## src/rtl/uart_pkg.sv

```systemverilog
// rtl/uart_pkg.sv - shared UART state type, frame constants and baud divisor helper
// UART_PARITY_EN adds the PARITY state used by 8E1 framing.
package uart_pkg;

  localparam int unsigned OVERSAMPLE = 16;
  localparam int unsigned DATA_BITS  = 8;
  localparam int unsigned MID_SAMPLE = 8;

  typedef enum logic [2:0] {
    IDLE,
    START,
    DATA,
`ifdef UART_PARITY_EN
    PARITY,
`endif
    STOP
  } uart_state_e;

  function automatic int unsigned calc_div(input int unsigned f, input int unsigned b);
    int unsigned d;
    d = f / (OVERSAMPLE * b);
    return (d < 1) ? 1 : d;
  endfunction

endpackage

```

## src/rtl/uart_baud_gen.sv

```systemverilog
// rtl/uart_baud_gen.sv - oversample tick generator, one tick every DIV clocks
// restart_i zeroes the phase so a new TX frame starts on a full tick period.
module uart_baud_gen #(
  parameter int unsigned DIV = 1
) (
  input  logic clk,
  input  logic reset,
  input  logic restart_i,
  output logic tick_o
);

  localparam int unsigned CW = (DIV > 1) ? $clog2(DIV) : 1;
  localparam logic [CW-1:0] LAST = CW'(DIV - 1);

  logic [CW-1:0] cnt_q, cnt_d;

  assign tick_o = (cnt_q == LAST);

  always_comb begin
    cnt_d = tick_o ? '0 : cnt_q + CW'(1);
    if (restart_i) cnt_d = '0;
  end

  always_ff @(posedge clk or posedge reset) begin
    if (reset) cnt_q <= '0;
    else       cnt_q <= cnt_d;
  end

endmodule

```

## src/rtl/uart_transceiver.sv

```systemverilog
// rtl/uart_transceiver.sv - full-duplex 8N1 UART with byte handshake
// Define UART_PARITY_EN for 8E1 framing (even parity between D7 and stop).
module uart_transceiver
  import uart_pkg::*;
#(
  parameter int unsigned freq_hz = 100000000,
  parameter int unsigned baud    = 115200
) (
  input  logic       clk,
  input  logic       reset,
  input  logic       uart_rxd,
  output logic       uart_txd,
  output logic [7:0] rx_data,
  output logic       rx_avail,
  output logic       rx_error,
  input  logic       rx_ack,
  input  logic [7:0] tx_data,
  input  logic       tx_wr,
  output logic       tx_busy
);

  localparam int unsigned DIV      = calc_div(freq_hz, baud);
  localparam logic [3:0]  OS_LAST  = 4'(OVERSAMPLE - 1);
  localparam logic [3:0]  OS_MID   = 4'(MID_SAMPLE - 1);
  localparam logic [2:0]  BIT_LAST = 3'(DATA_BITS - 1);

  uart_state_e tx_state_q, tx_state_d;
  logic [7:0]  tx_shift_q, tx_shift_d;
  logic [3:0]  tx_os_q, tx_os_d;
  logic [2:0]  tx_bit_q, tx_bit_d;
  logic        tx_restart, tx_tick, tx_bit_done;
`ifdef UART_PARITY_EN
  logic        tx_par_q, tx_par_d;
`endif

  uart_baud_gen #(.DIV(DIV)) u_tx_baud (
    .clk       (clk),
    .reset     (reset),
    .restart_i (tx_restart),
    .tick_o    (tx_tick)
  );

  assign tx_bit_done = tx_tick && (tx_os_q == OS_LAST);
  assign tx_busy     = (tx_state_q != IDLE);

  always_comb begin
    tx_state_d = tx_state_q;
    tx_shift_d = tx_shift_q;
    tx_os_d    = tx_os_q;
    tx_bit_d   = tx_bit_q;
    tx_restart = 1'b0;
`ifdef UART_PARITY_EN
    tx_par_d   = tx_par_q;
`endif
    // 4-bit tick count wraps at 16, marking each bit boundary
    if (tx_state_q != IDLE && tx_tick) tx_os_d = tx_os_q + 4'd1;
    case (tx_state_q)
      IDLE: begin
        if (tx_wr) begin
          tx_shift_d = tx_data;
          tx_os_d    = '0;
          tx_bit_d   = '0;
          tx_restart = 1'b1;
          tx_state_d = START;
`ifdef UART_PARITY_EN
          tx_par_d   = ^tx_data;
`endif
        end
      end
      START: if (tx_bit_done) tx_state_d = DATA;
      DATA: begin
        if (tx_bit_done) begin
          tx_shift_d = {1'b0, tx_shift_q[7:1]};
          tx_bit_d   = tx_bit_q + 3'd1;
          if (tx_bit_q == BIT_LAST) begin
`ifdef UART_PARITY_EN
            tx_state_d = PARITY;
`else
            tx_state_d = STOP;
`endif
          end
        end
      end
`ifdef UART_PARITY_EN
      PARITY: if (tx_bit_done) tx_state_d = STOP;
`endif
      STOP: if (tx_bit_done) tx_state_d = IDLE;
      default: tx_state_d = IDLE;
    endcase
  end

  always_comb begin
    uart_txd = 1'b1;
    case (tx_state_q)
      START:   uart_txd = 1'b0;
      DATA:    uart_txd = tx_shift_q[0];
`ifdef UART_PARITY_EN
      PARITY:  uart_txd = tx_par_q;
`endif
      default: uart_txd = 1'b1;
    endcase
  end

  always_ff @(posedge clk or posedge reset) begin
    if (reset) begin
      tx_state_q <= IDLE;
      tx_shift_q <= '0;
      tx_os_q    <= '0;
      tx_bit_q   <= '0;
`ifdef UART_PARITY_EN
      tx_par_q   <= 1'b0;
`endif
    end else begin
      tx_state_q <= tx_state_d;
      tx_shift_q <= tx_shift_d;
      tx_os_q    <= tx_os_d;
      tx_bit_q   <= tx_bit_d;
`ifdef UART_PARITY_EN
      tx_par_q   <= tx_par_d;
`endif
    end
  end

  uart_state_e rx_state_q, rx_state_d;
  logic [7:0]  rx_shift_q, rx_shift_d;
  logic [7:0]  rx_data_q, rx_data_d;
  logic [3:0]  rx_os_q, rx_os_d;
  logic [2:0]  rx_bit_q, rx_bit_d;
  logic        rx_avail_q, rx_avail_d;
  logic        rx_error_q, rx_error_d;
  logic        rxd_meta_q, rxd_sync_q, rxd_prev_q;
  logic        rx_tick, rx_mid, rx_full;
  logic        rx_perr;
`ifdef UART_PARITY_EN
  logic        rx_perr_q, rx_perr_d;
  assign rx_perr = rx_perr_q;
`else
  assign rx_perr = 1'b0;
`endif

  uart_baud_gen #(.DIV(DIV)) u_rx_baud (
    .clk       (clk),
    .reset     (reset),
    .restart_i (1'b0),
    .tick_o    (rx_tick)
  );

  assign rx_mid   = rx_tick && (rx_os_q == OS_MID);
  assign rx_full  = rx_tick && (rx_os_q == OS_LAST);
  assign rx_data  = rx_data_q;
  assign rx_avail = rx_avail_q;
  assign rx_error = rx_error_q;

  always_comb begin
    rx_state_d = rx_state_q;
    rx_shift_d = rx_shift_q;
    rx_data_d  = rx_data_q;
    rx_os_d    = rx_os_q;
    rx_bit_d   = rx_bit_q;
    rx_avail_d = rx_avail_q;
    rx_error_d = rx_error_q;
`ifdef UART_PARITY_EN
    rx_perr_d  = rx_perr_q;
`endif
    // ack is applied first so a coinciding frame completion overrides it
    if (rx_ack) begin
      rx_avail_d = 1'b0;
      rx_error_d = 1'b0;
    end
    if (rx_state_q != IDLE && rx_tick) rx_os_d = rx_os_q + 4'd1;
    case (rx_state_q)
      IDLE: begin
        if (rxd_prev_q && !rxd_sync_q) begin
          rx_os_d    = '0;
          rx_state_d = START;
        end
      end
      START: begin
        if (rx_mid) begin
          if (rxd_sync_q) begin
            rx_state_d = IDLE;
          end else begin
            rx_os_d    = '0;
            rx_bit_d   = '0;
            rx_state_d = DATA;
          end
        end
      end
      DATA: begin
        if (rx_full) begin
          rx_shift_d = {rxd_sync_q, rx_shift_q[7:1]};
          rx_bit_d   = rx_bit_q + 3'd1;
          if (rx_bit_q == BIT_LAST) begin
`ifdef UART_PARITY_EN
            rx_state_d = PARITY;
`else
            rx_state_d = STOP;
`endif
          end
        end
      end
`ifdef UART_PARITY_EN
      PARITY: begin
        if (rx_full) begin
          rx_perr_d  = rxd_sync_q ^ (^rx_shift_q);
          rx_state_d = STOP;
        end
      end
`endif
      STOP: begin
        if (rx_full) begin
          if (rxd_sync_q && !rx_perr) begin
            rx_data_d  = rx_shift_q;
            rx_avail_d = 1'b1;
          end else begin
            rx_error_d = 1'b1;
          end
          rx_state_d = IDLE;
        end
      end
      default: rx_state_d = IDLE;
    endcase
  end

  always_ff @(posedge clk or posedge reset) begin
    if (reset) begin
      rxd_meta_q <= 1'b1;
      rxd_sync_q <= 1'b1;
      rxd_prev_q <= 1'b1;
      rx_state_q <= IDLE;
      rx_shift_q <= '0;
      rx_data_q  <= '0;
      rx_os_q    <= '0;
      rx_bit_q   <= '0;
      rx_avail_q <= 1'b0;
      rx_error_q <= 1'b0;
`ifdef UART_PARITY_EN
      rx_perr_q  <= 1'b0;
`endif
    end else begin
      rxd_meta_q <= uart_rxd;
      rxd_sync_q <= rxd_meta_q;
      rxd_prev_q <= rxd_sync_q;
      rx_state_q <= rx_state_d;
      rx_shift_q <= rx_shift_d;
      rx_data_q  <= rx_data_d;
      rx_os_q    <= rx_os_d;
      rx_bit_q   <= rx_bit_d;
      rx_avail_q <= rx_avail_d;
      rx_error_q <= rx_error_d;
`ifdef UART_PARITY_EN
      rx_perr_q  <= rx_perr_d;
`endif
    end
  end

endmodule

```

## config.mk

```make
export PLATFORM = sky130hd
export DESIGN_NAME = uart_transceiver
export DESIGN_NICKNAME = d
export VERILOG_FILES = /design/src/rtl/uart_pkg.sv /design/src/rtl/uart_baud_gen.sv /design/src/rtl/uart_transceiver.sv
export SDC_FILE = /design/constraint.sdc
export NUM_CORES = 1
export LEC_CHECK = 0
export ABC_AREA = 1
export CORE_MARGIN = 4
export CORE_UTILIZATION = 45
export DETAILED_ROUTE_END_ITERATION = 8
export PLACE_DENSITY_LB_ADDON = 0.2
export SYNTH_ARGS = -nofsm -noshare
export SYNTH_HDL_FRONTEND = slang
export SYNTH_HIERARCHICAL = 1
export SYNTH_SLANG_ARGS = --single-unit
export TNS_END_PERCENT = 20
```

## constraint.sdc

```tcl
create_clock -name clk -period 1.75 [get_ports clk]
set_clock_uncertainty 0.2 [all_clocks]
set_input_delay 0.35 -clock clk [delete_from_list [all_inputs] [get_ports clk]]
set_output_delay 0.35 -clock clk [all_outputs]
set_load 0.005 [all_outputs]
```

==> results of run 1 <==
## state kept, by name, indices dropped and copies added (netlist names), 2 cells and up
name             cells
rx_bit_q             3
rx_data              8
rx_os_q              4
rx_shift_q           8
rx_state_q           2
tx_bit_q             3
tx_os_q              4
tx_shift_q           8
tx_state_q           2
u_rx_baud/cnt_q      6
u_tx_baud/cnt_q      6
## cells in the mapped netlist (all sizes together)
master	n	share of area
o21ai	37	0.076
mux2i	7	0.024
a21oi	3	0.0052
o31ai	1	0.0026
conb	1	0.0013
nor2	41	0.060
inv	35	0.046
nor3	1	0.0017
nand2	83	0.11
nor2b	1	0.0022
dfrtp	56	0.49
nand4	3	0.012
nand3	19	0.033
buf	7	0.014
xnor2	2	0.0061
or2	3	0.0065
xor2	5	0.015
dfstp	3	0.027
clkbuf	1	0.0017
ha	15	0.065
## metrics by stage
stage,cells,setup TNS [ps],area [um2],setup slack (ps)
finish,474,-795,3970,-95.4
CTS,466,-1010,3770,-90.7
detailed placement,446,-4320,3440,-246
global route,474,-4950,3970,-172
global placement,446,-3250,3440,-218
floorplan,324,-6.09,2870,-6.09
## layer usage
metal | global-route usage | wire length [um] | part of all wire | vias to the layer above
li1 | - | - | - | 1174
met1 | 0.202 | 2570 | 0.43 | 1087
met2 | 0.274 | 3090 | 0.52 | 39
met3 | 0.0357 | 174 | 0.029 | 14
met4 | 0.0907 | 131 | 0.022 | 0
met5 | 0 | 0 | 0 | -
## final cells by class
cell class              count  area share
clock buffers              10      0.0347
clock inverters             6      0.0224
inverters                  35      0.0341
multi-input cells         224       0.358
flip-flops and latches     59       0.373
well taps                  75      0.0237
repair buffers             65       0.154
## cell families after synthesis
kind of cell | synth area share
mux | 0.0244
fa+ha+maj | 0.0654
simple gates | 0.225
xor+xnor | 0.0214
other cells | 0.00131
flops | 0.516
buf+inv | 0.0619
compound gates | 0.0842
## worst max-delay path, cell delays in order (launching register included)
cell and delay, ps:
dfrtp_1 390, buf_4 160, ha_4 160, o21ai_2 130, buf_2 130
## power by group
group	internal [uW]	leakage [uW]	switching, uW	total (uW)
clock network	840	0.000108	561	1400
logic	904	0.00101	1020	1930
registers	1570	0.000787	159	1730
total	3320	0.00191	1740	5060
## worst paths after layout
check / startpoint / to / slack [ps] / depth (start not counted)
hold reg to reg: rxd_meta_q$_DFF_PP1_ / rxd_sync_q$_DFF_PP1_ / 160 / 0
min in group clk: rxd_meta_q$_DFF_PP1_ / rxd_sync_q$_DFF_PP1_ / 160 / 0
max in group asynchronous: reset / rx_data[7]$_DFFE_PP0P_ / 740 / 3
setup / recovery: tx_state_q[0]$_DFFE_PP0P_ / uart_txd / -100 / 4
setup reg to reg: u_rx_baud/cnt_q[1]$_DFF_PP0_ / rx_data[1]$_DFFE_PP0P_ / -70 / 11
hold / removal: reset / u_rx_baud/cnt_q[0]$_DFF_PP0_ / 110 / 2
## what timing repair did
action	in CTS	in global routing
setup buffers	2	8
gates resized for setup	41	44
pin swaps	3	12
cloned	2	0
setup endpoints to repair	50	51
==> flow_metrics.env, run 1 <==
export IMPL_startpoint_type="register"
export IMPL_rows=28
export IMPL_utilization=0.654
export IMPL_start_util=0.473
export IMPL_synthToLayoutAreaGrowth_pct=38.2
export IMPL_violations="negative setup slack"
export IMPL_io_buffers=24
export IMPL_layout_drive_gt1_share=0.301
export IMPL_setup_violations=24
export IMPL_powerDensity_nw_per_um2=1280
export IMPL_place_congestion=0.775
export IMPL_wl_per_cell_um=12.6
export IMPL_syn_area_um2=2870
export IMPL_grt_pass1_vias=2242
export IMPL_ys_warn_count=6
export IMPL_seq_area_frac_synth=0.516
export IMPL_clock_fmax_mhz=542
export IMPL_synth_cell_types=28
export IMPL_whs_ps=112
export IMPL_syn_num_nets=352
export IMPL_hold_buffers=0
export IMPL_vias_per_cell=4.88
export IMPL_cts_buffers=9
export IMPL_period_needed_ps=1850
export IMPL_hold_viol=0
export IMPL_wirelength_um=5970
export IMPL_die_y_um=87.8
export IMPL_hold_path_class="in2async"
export IMPL_antenna_found_initial=0
export IMPL_dp_hpwl_um=3880
export IMPL_fin_nets=422
export IMPL_ant_nets=0
export IMPL_rsz0062_at_grt="true"
export IMPL_detailedRoute_firstIterationViolations=105
export IMPL_power_total_uw=5060
export IMPL_die_w_um=87.8
export IMPL_ios=25
export IMPL_grt_overflow_total=0
export IMPL_cp_required_ps=1200
export IMPL_core_area_um2=6060
export IMPL_syn_mean_instance_area_um2=8.85
export IMPL_p_leak_uw=0.00191
export IMPL_critPathKind="reg2out"
export IMPL_grt_usage=0.166
export IMPL_drv_slew=0
export IMPL_multi_input_area_um2=1420
export IMPL_drtPass1Iterations=4
export IMPL_drc=0
export IMPL_vias=2314
export IMPL_arrival_ps=1300
export IMPL_clock_sinks=59
export IMPL_cts_root_buf="clkbuf_8"
export IMPL_diodes=0
export IMPL_clk_pin_slew_ps=70
export IMPL_final_common_cell="nand2_1"
export IMPL_outcome="finished, violations left"
export IMPL_grt_pass1_wl_um=9860
export IMPL_htree_levels=3
export IMPL_max_cap_violations=0
export IMPL_ir_drop_mv=0.970
export IMPL_cts_path_max_buffers=2
export IMPL_endpoint_kind="output pin"
export IMPL_fillCellCount=483
export IMPL_synthCells=324
export IMPL_min_period_over_period=1.05
export IMPL_clock_latency_ps=340
export IMPL_layout_common_cells="nand2_1, dfrtp_1, buf_4, nor2_1, inv_1"
export IMPL_crit_path_max_fanout=3
export IMPL_cts_tree="yes"
export IMPL_dieArea_um2=7720
export IMPL_fin_ws_ps=-95.4
export IMPL_grt_max_degree=29
export IMPL_ff_latch_area_um2=1480
export IMPL_ys_ff_latch=59
(Power assumes the default switching activity.)
==> run 2: changes to the inputs <==
--- a/config.mk
+++ b/config.mk
@@ -6,8 +6,9 @@
 export NUM_CORES = 1
 export LEC_CHECK = 0
 export ABC_AREA = 1
-export CORE_MARGIN = 4
-export CORE_UTILIZATION = 45
+export CELL_PAD_IN_SITES_DETAIL_PLACEMENT = 1
+export CELL_PAD_IN_SITES_GLOBAL_PLACEMENT = 2
+export CORE_UTILIZATION = 32
 export DETAILED_ROUTE_END_ITERATION = 8
 export PLACE_DENSITY_LB_ADDON = 0.2
 export SYNTH_ARGS = -nofsm -noshare
==> run 2 against run 1 <==
Effect of this change:
- the flow still finishes with violations (negative setup slack)
- global-route usage shrank 0.56 points
- design area grew 2.3%
- fmax shrank 0.45%
- power grew 5.0%
- combinational power is essentially flat
- count of clock-buffer cells in the layout shrank 1
- flip-flop and latch count is the same
- clock power grew 19%
- non-clock buffer count grew 1
- largest power group unchanged
- hold slack lost 8.1 ps
==> flow_metrics.env, run 2 (synthesized netlist as in run 1, its figures left out) <==
export IMPL_setup_violations=34
export IMPL_drv_slew=0
export IMPL_p_leak_uw=0.00197
export IMPL_endpoint_kind="register"
export IMPL_die_y_um=96.7
export IMPL_vias_per_cell=4.62
export IMPL_cts_path_max_buffers=2
export IMPL_drtPass1Iterations=4
export IMPL_ir_drop_mv=0.448
export IMPL_fin_cells=509
export IMPL_cp_required_ps=1770
export IMPL_min_period_over_period=1.06
export IMPL_dp_hpwl_um=4560
export IMPL_grt_pass1_wl_um=12000
export IMPL_fin_ws_ps=-104
export IMPL_hold_path_class="in2async"
export IMPL_rows=34
export IMPL_critPathKind="reg2reg"
export IMPL_cts_buffers=9
export IMPL_layout_drive_gt1_share=0.307
export IMPL_core_area_um2=8720
export IMPL_fin_nets=424
export IMPL_tns_ps=-1370
export IMPL_whs_ps=104
export IMPL_combPwrFrac=0.362
export IMPL_startpoint_type="register"
export IMPL_grt_pass1_vias=2583
export IMPL_wirelength_um=6910
export IMPL_dieArea_um2=9350
export IMPL_die_w_um=96.7
export IMPL_place_inst=479
export IMPL_grt_max_degree=27
export IMPL_arrival_ps=1880
export IMPL_cts_root_buf="clkbuf_8"
export IMPL_htree_levels=3
export IMPL_violations="negative setup slack"
export IMPL_grt_usage=0.160
export IMPL_clock_fmax_mhz=539
export IMPL_place_congestion=0.767
export IMPL_regToRegStartpoint="tx_state_q[0]$_DFFE_PP0P_"
export IMPL_ant_nets=0
export IMPL_io_buffers=24
export IMPL_final_common_cell="nand2_1"
export IMPL_hold_buffers=0
export IMPL_diodes=0
export IMPL_p_switching_uw=1780
export IMPL_powerDensity_nw_per_um2=1310
export IMPL_cts_tree="yes"
export IMPL_clock_sinks=59
export IMPL_rr_worst_depth=10
export IMPL_power_share_switching=0.335
export IMPL_pwr_share_seq=0.323
export IMPL_synthToLayoutAreaGrowth_pct=41.4
export IMPL_period_needed_ps=1850
export IMPL_vias=2351
export IMPL_utilization=0.465
export IMPL_drc=0
export IMPL_r2r_slack_ps=-100
export IMPL_power_total_uw=5320
export IMPL_reg2reg_to="tx_shift_q[2]$_DFFE_PP0P_"
export IMPL_grt_overflow_total=0
export IMPL_detailedRoute_firstIterationViolations=42
export IMPL_outcome="finished, violations left"
export IMPL_wl_per_cell_um=13.6
export IMPL_clk_pin_slew_ps=70
export IMPL_hold_viol=0
export IMPL_start_util=0.329
export IMPL_p_clk_frac=0.315
export IMPL_crit_path_max_fanout=6
export IMPL_internal_power_uw=3540
export IMPL_max_cap_violations=0
export IMPL_clock_latency_ps=340
export IMPL_ios=25
export IMPL_layout_common_cells="nand2_1, dfrtp_1, buf_4, nor2_1, inv_1"
export IMPL_rsz0062_at_grt="true"
export IMPL_antenna_found_initial=0
## run 2: changes by cell type in the layout (fill, tap and decap cells not counted), moves of 3 or more
| cell | previous run | this run |
|---|---|---|
| dlygate4sd2_1 | 10 | 7 |
| dlymetal6s2s_1 | 0 | 3 |
| nand2_1 | 76 | 73 |
| nand2_2 | 7 | 10 |
| o21ai_1 | 16 | 19 |
## run 2: area by class of cell
| class | count | area [um2] |
|---|---|---|
| Clock inverter | 7 | 140 |
| Tap cell | 108 | 135 |
| Timing Repair Buffer | 66 | 617 |
| Sequential cell | 59 | 1480 |
| Fill cell | 991 | 4660 |
| Clock buffer | 9 | 124 |
| Multi-Input combinational cell | 225 | 1420 |
| Inverter | 35 | 138 |
## run 2: through the flow
step                      area (um2)  setup slack [ps]
after floorplan                 2870             -6.09
after global placement          3470              -148
after detailed placement        3470              -280
after CTS                       3980             -85.9
after global routing            4060              -185
final                           4060              -104
## run 2: timing repair
| item | CTS | global route |
|---|---|---|
| gates resized for setup | 61 | 26 |
| endpoints found under the setup margin | 48 | 46 |
| cloned | 3 | 0 |
| setup buffers | 12 | 1 |
| pin swaps | 11 | 10 |
## run 2: worst max-delay path by stage
stage	to	cells after the start	startpoint	slack, ps
2_1_floorplan	rx_data[7]$_DFFE_PP0P_	10	u_rx_baud/cnt_q[1]$_DFF_PP0_	-6
3_3_place_gp	tx_bit_q[2]$_DFFE_PP0P_	6	tx_state_q[0]$_DFFE_PP0P_	-150
3_5_place_dp	tx_shift_q[5]$_DFFE_PP0P_	6	tx_state_q[0]$_DFFE_PP0P_	-280
4_1_cts	uart_txd	4	tx_state_q[0]$_DFFE_PP0P_	-90
5_1_grt	rx_os_q[0]$_DFF_PP0_	13	u_rx_baud/cnt_q[1]$_DFF_PP0_	-180
6_report	tx_shift_q[2]$_DFFE_PP0P_	10	tx_state_q[0]$_DFFE_PP0P_	-100
## run 2: critical path: stages, from the launching register on
cell and delay [ps]:
dfrtp_1 390, inv_2 110, ha_4 160, buf_6 90
buf_6 100, buf_6 100, nor2_4 30, nor2_4 240
o21ai_4 150, nand2_1 100, o21ai_1 60
## run 2: metal layers
metal  vias up  share of wire  wire length, um  GRT usage
li1       1174              -                -          -
met2        32           0.50             3420      0.272
met5         -              0                0          0
met4         0          0.018              123     0.0654
met3        10          0.029              201     0.0354
met1      1135           0.46             3160      0.197
## run 2: power by group through the flow
| stage | Combinational [uW] | Sequential (uW) | Clock (uW) |
|---|---|---|---|
| 6_report | 1920 | 1720 | 1670 |
| 5_1_grt | 2130 | 1740 | 1770 |
| 4_1_cts | 1850 | 1710 | 1720 |
| 3_5_place_dp | 1340 | 1740 | 0 |
| 3_3_place_gp | 1290 | 1730 | 0 |
| 2_1_floorplan | 816 | 1730 | 0 |
==> variant 1, RTL diff (settings of run 1) <==
Change the parameter `baud` from 115200 to 57600.
--- a/src/rtl/uart_transceiver.sv
+++ b/src/rtl/uart_transceiver.sv
@@ -4,7 +4,7 @@
   import uart_pkg::*;
 #(
   parameter int unsigned freq_hz = 100000000,
-  parameter int unsigned baud    = 115200
+  parameter int unsigned baud    = 57600
 ) (
   input  logic       clk,
   input  logic       reset,
Behaviour: no difference found for any inputs over 10 cycles, from zero or initial values and one cycle with reset high; that may be too few to reach the edited logic, so the function may still have changed.
==> variant 1 against run 1 <==
- the flow still finishes with violations (setup timing)
- wire length down 1.0%
- cell area up 1.8%
- final cell count up 6.1%
- synthesized area up 5.8%
- setup slack worse by 12 ps
- power down 10%
- sequential cell count up 2
- highest routed layer unchanged
==> variant 1: results (changes against run 1) <==
Timing
  • Setup violations, final: 27 (+13%)
  • Final Hold Viols: 0 (unchanged)
  • Final worst slack: -108 ps (-12.3 ps)

Pwr
  • VDD IR max: 0.815 mV (-16%)
  • Part of the power in the clock network: 24.3% (-3.4 points)
  • Internal power: 2910 uW (-12%)
  • Combinational power: 1660 uW (-14%)
  • Pwr top: sequential cells
  • Leakage Power: 0.00198 uW (+3.7%)

Finish
  • Layout cells sized above 1: 32.2% (+2.1 points)
  • Layout net count: 447 (+5.9%)

Routing
  • Per-cell routed wire length: 11.8 um (-6.7%)
  • Initial drt markers: 87 (-17%)
  • Met2 routed WL: 2920 um (-5.5%)
  • First-pass DRT Iterations: 6 (+2)
  • Final WL: 5910 um (-1.0%)
  • Met3 wire length: 186 um (+6.9%)
  • Vias: 2446 (+5.7%)
  • M1 WL: 2670 um (+3.9%)

Run status
  • Status: complete, but fails checks
  • Failing checks: setup timing

Synthesis
  • Distinct cells, synth: 29 (+3.6%)
  • Largest cells by area after synthesis: dfrtp_1 (48%), nand2_1 (10%), inv_1 (5.6%)
  • Commonest cells in the netlist: nand2_1 (83), dfrtp_1 (58), inv_1 (45)
  • Register area share after synthesis: 50.4% (-1.2 points)
  • Synth Area per Inst: 8.62 sq um (-2.7%)

Global route
  • Met1 usage: 18.0% (-2.2 points)
  • GR Layer Usage met2: 26.5% (-0.89 points)
  • Largest net degree at the start of global routing: 48 (+66%)
  • GRT Util Overall: 15.5% (-1.1 points)
  • Vias in the first global route: 2493 (+11%)
  • GR Util met3: 3.92% (+0.35 points)

Placed design
  • Dpl hpwl: 4040 um (+4.0%)
  • Final Wtd Congestion: 0.867 (+12%)

Clock network
  • Clock Path Buffers: 2 (unchanged)

Setup path
  • Cell family with most CP delay: buffers and inverters
  • CP max stage delay: 410 ps (+20 ps)
  • Critical path arrival: 1940 ps (+640 ps)
## variant 1: area by class of cell
class	count	area, sq um
multi-input combinational	237	1470
clock inverter	7	51.3
clock buffer	9	124
fill	579	2420
tap	77	96.3
inverter	47	179
timing repair buffer	65	584
sequential	61	1530
## variant 1: worst paths after layout
kind / start / endpoint / slack, ps / cells past startpoint
worst max-delay path: tx_state_q[0] / tx_state_q[0] / -110 / 10
worst min-delay path: reset / u_tx_baud/cnt_q[2] / 140 / 2
worst max register to register: tx_state_q[0] / tx_state_q[0] / -110 / 10
worst min register to register: rxd_meta_q / rxd_sync_q / 160 / 0
max in group asynchronous: reset / rxd_meta_q / 840 / 3
min in group clk: rxd_meta_q / rxd_sync_q / 160 / 0
## variant 1: per-stage QoR
| stage | util (%) | instance area (sq um) | total power (uW) | TNS [ps] |
|---|---|---|---|---|
| after floorplan | - | 3050 | 2630 | -103 |
| after global placement | 55.4 | 3580 | 3120 | -303 |
| after detailed placement | 55.4 | 3580 | 3180 | -1890 |
| after CTS | 59.5 | 3840 | 4400 | -494 |
| after global routing | 62.5 | 4040 | 4870 | -4900 |
| final | 62.5 | 4040 | 4540 | -1490 |
## variant 1: worst register-to-register path: cells and delay by family, from the launching register on
family                   cells  cell delay (ps)
buffers and inverters        4              530
AND/OR/NAND/NOR              5              460
flip-flops                   1              410
adder cells (fa/ha/maj)      1              200
## variant 1: what timing repair did
action	CTS	global route
gates resized for setup	36	60
hold endpoints to repair	0	0
setup endpoints to repair	47	44
setup buffers	5	5
cloned	2	0
hold buffers	0	0
pin swaps	5	15
## variant 1: kinds of logic after synthesis
group	count (synthesis)	synth area share, %
xor+xnor	7	2.02
buf+inv	55	7.34
flops	61	50.4
fa+ha+maj	13	5.36
compound gates	45	8.62
mux	7	2.31
other cells	1	0.124
simple gates	163	23.8
==> variant 2, RTL diff (flow settings as in run 1) <==
Without the edit above. Add an input register stage for `uart_rxd`; this delays it by one clock. The other inputs are not delayed to match.
--- a/src/rtl/uart_transceiver.sv
+++ b/src/rtl/uart_transceiver.sv
@@ -24,6 +24,12 @@
   localparam logic [3:0]  OS_MID   = 4'(MID_SAMPLE - 1);
   localparam logic [2:0]  BIT_LAST = 3'(DATA_BITS - 1);
 
+  logic uart_rxd_q;
+
+  always_ff @(posedge clk) begin
+    uart_rxd_q <= uart_rxd;
+  end
+
   uart_state_e tx_state_q, tx_state_d;
   logic [7:0]  tx_shift_q, tx_shift_d;
   logic [3:0]  tx_os_q, tx_os_d;
@@ -238,7 +244,7 @@
       rx_perr_q  <= 1'b0;
 `endif
     end else begin
-      rxd_meta_q <= uart_rxd;
+      rxd_meta_q <= uart_rxd_q;
       rxd_sync_q <= rxd_meta_q;
       rxd_prev_q <= rxd_sync_q;
       rx_state_q <= rx_state_d;
Behaviour: no difference found for any inputs over 10 cycles, from zero or initial values and one cycle with reset high; that may be too few to reach the edited logic, so the function may still have changed.
==> variant 2 against run 1 <==
- the run still ends with setup timing left
- core utilization shrank 1.2 points
- cell area grew 3.9%
- global-route usage shrank 0.76 points
- fmax shrank 8.3%
- wire length shrank 0.67%
- power grew 2.7%
- sequential cell count grew 1
- setup slack lost 170 ps
- synthesized area grew 4.8%
- critical path type unchanged
==> variant 2: results (changes against run 1) <==
Run status
  • Status: complete, but fails checks
  • Failing checks: setup timing

Worst hold path
  • Hold path endpoint: rxd_meta_q
  • WHS Path Cells: 0
  • Min-delay worst type: flip-flop to flip-flop
  • HP Start: uart_rxd_q

Clock network
  • Clock Path Buffers: 2 (unchanged)
  • H-Tree Depth: 3 (unchanged)
  • Clock transition at path regs: 70 ps (about the same)
  • Clock Latency Late Sink: 340 ps (about the same)
  • Clk root buf: clkbuf_8
  • CTS Buf Count: 9 (unchanged)

Placed design
  • Placed Cells: 469 (+5.2%)
  • PortBufs: 24 (unchanged)
  • Pre-CTS setup slack: -347 ps (-100 ps)
  • Final Wtd Congestion: 0.816 (+5.2%)
  • Dpl hpwl: 3810 um (-1.7%)

Routing
  • First-pass DRT Iterations: 4 (unchanged)
  • Final WL: 5930 um (-0.67%)
  • Initial drt markers: 72 (-31%)
  • Vias: 2451 (+5.9%)

Finish
  • Final cell count without fillers: 502 (+5.9%)
  • Layout net count: 447 (+5.9%)
  • Layout cells sized above 1: 29.2% (-0.90 points)
  • Diodes inserted: 0 (unchanged)

Setup path
  • R2R Path Start: u_rx_baud/cnt_q[1]
  • Max FO, Critical Path: 3 (unchanged)
  • Critical path arrival: 1460 ps (+160 ps)
  • RR Endpoint: rx_state_q[1]
  • R2R setup slack: -60 ps
  • R2R cell count: 11 (unchanged)

Global route
  • Largest net degree at the start of global routing: 23 (-21%)
  • Initial antenna violation count: 0 (unchanged)
  • First-pass GRT wire length: 10400 um (+5.7%)
  • GRT Util Overall: 15.8% (-0.76 points)

Timing
  • Setup violations, final: 20 (-17%)
  • Final worst slack: -263 ps (-167 ps)
  • WHS: 101 ps (-10.9 ps)

Synthesis
  • Commonest cells in the netlist: nand2_1 (112), dfrtp_1 (56), inv_1 (37)
  • Largest cells by area after synthesis: dfrtp_1 (47%), nand2_1 (14%), ha_1 (5.8%)
  • Yosys Warn Count: 6 (unchanged)
  • Synthesized Nets: 377 (+7.1%)
  • Synth Area per Inst: 8.59 sq um (-2.9%)
  • Asr flop ratio synth: 98.3% (-1.7 points)
  • Register area share after synthesis: 49.9% (-1.7 points)
  • Distinct cells, synth: 30 (+7.1%)

Pwr
  • Leakage Power: 0.00214 uW (+12%)
  • Internal power: 3390 uW (+2.3%)
  • VDD IR max: 1.03 mV (+6.7%)
==> variant 2: changes by cell type in the layout (fill, tap and decap cells not counted), moves of 3 or more <==
cell        change
nand2_4        +10
buf_4           -3
nand2_1        +22
buf_6           -4
o21ai_0         +3
mux2i_1         -7
inv_1           +5
clkinvlp_4      -3
nand3_2         -3
o21ai_1         -8
nand3_1         +5
==> variant 2: stage by stage <==
| step | TNS [ps] | instance area (sq um) |
|---|---|---|
| floorplan | 0 | 3010 |
| global placement | -618 | 3510 |
| detailed placement | -1570 | 3510 |
| CTS | -3760 | 4000 |
| global route | -4780 | 4120 |
| finish | -976 | 4120 |
==> variant 2: how the worst max path moves through the flow <==
| stage | start | endpoint | slack, ps | cells past startpoint |
|---|---|---|---|---|
| 2_1_floorplan | u_rx_baud/cnt_q[1] | rx_data[7] | 5 | 10 |
| 4_1_cts | tx_state_q[0] | uart_txd | -240 | 5 |
| 3_3_place_gp | tx_state_q[0] | uart_txd | -290 | 5 |
| 6_report | tx_state_q[1] | uart_txd | -260 | 5 |
| 5_1_grt | tx_state_q[1] | uart_txd | -320 | 5 |
| 3_5_place_dp | tx_state_q[0] | uart_txd | -350 | 5 |
==> variant 2: area by class of cell <==
type / count / area (sq um)
Tap cell: 77 / 96.3
Clock buffer: 12 / 165
Clock inverter: 4 / 70.1
Fill cell: 517 / 2300
Inverter: 42 / 165
Multi-Input combinational cell: 246 / 1520
Timing Repair Buffer: 61 / 609
Sequential cell: 60 / 1500
==> variant 2: power by group through the flow <==
stage | Clock, uW | Sequential (uW) | Combinational [uW]
final | 1470 | 1790 | 1940
after global routing | 1560 | 1820 | 2210
after CTS | 1510 | 1780 | 1810
after detailed placement | 0 | 1800 | 1630
after global placement | 0 | 1800 | 1580
after floorplan | 0 | 1750 | 1120
==> variant 2: what timing repair did <==
item	4_1_cts	5_1_grt
buffers inserted	9	3
hold buffers	0	0
pin swaps	17	15
setup endpoints to repair	49	45
cloned	4	1
gates resized for setup	57	28
==> variant 2: kinds of logic after synthesis <==
family	count (synthesis)	share of synthesized area (%)
xor+xnor	6	1.75
compound gates	35	7.70
flops	60	49.9
buf+inv	47	6.86
fa+ha+maj	14	5.82
other cells	1	0.125
simple gates	187	27.9
==> variant 2: worst max-delay path, cell delays in order, from the launching register on <==
cell and delay [ps]:
dfrtp_1 410, buf_6 130, ha_4 150, or2_4 250, nand2_2 70, buf_2 100
==> variant 2: per-layer routing <==
metal | GRT usage, % | vias up | share of wire (%) | routed length, um
met4 | 7.79 | 0 | 1.3 | 76
met1 | 19.2 | 1157 | 45 | 2690
met2 | 26.4 | 48 | 50 | 2950
met3 | 3.92 | 7 | 3.5 | 208
li1 | - | 1239 | - | -
met5 | 0 | - | 0 | 0
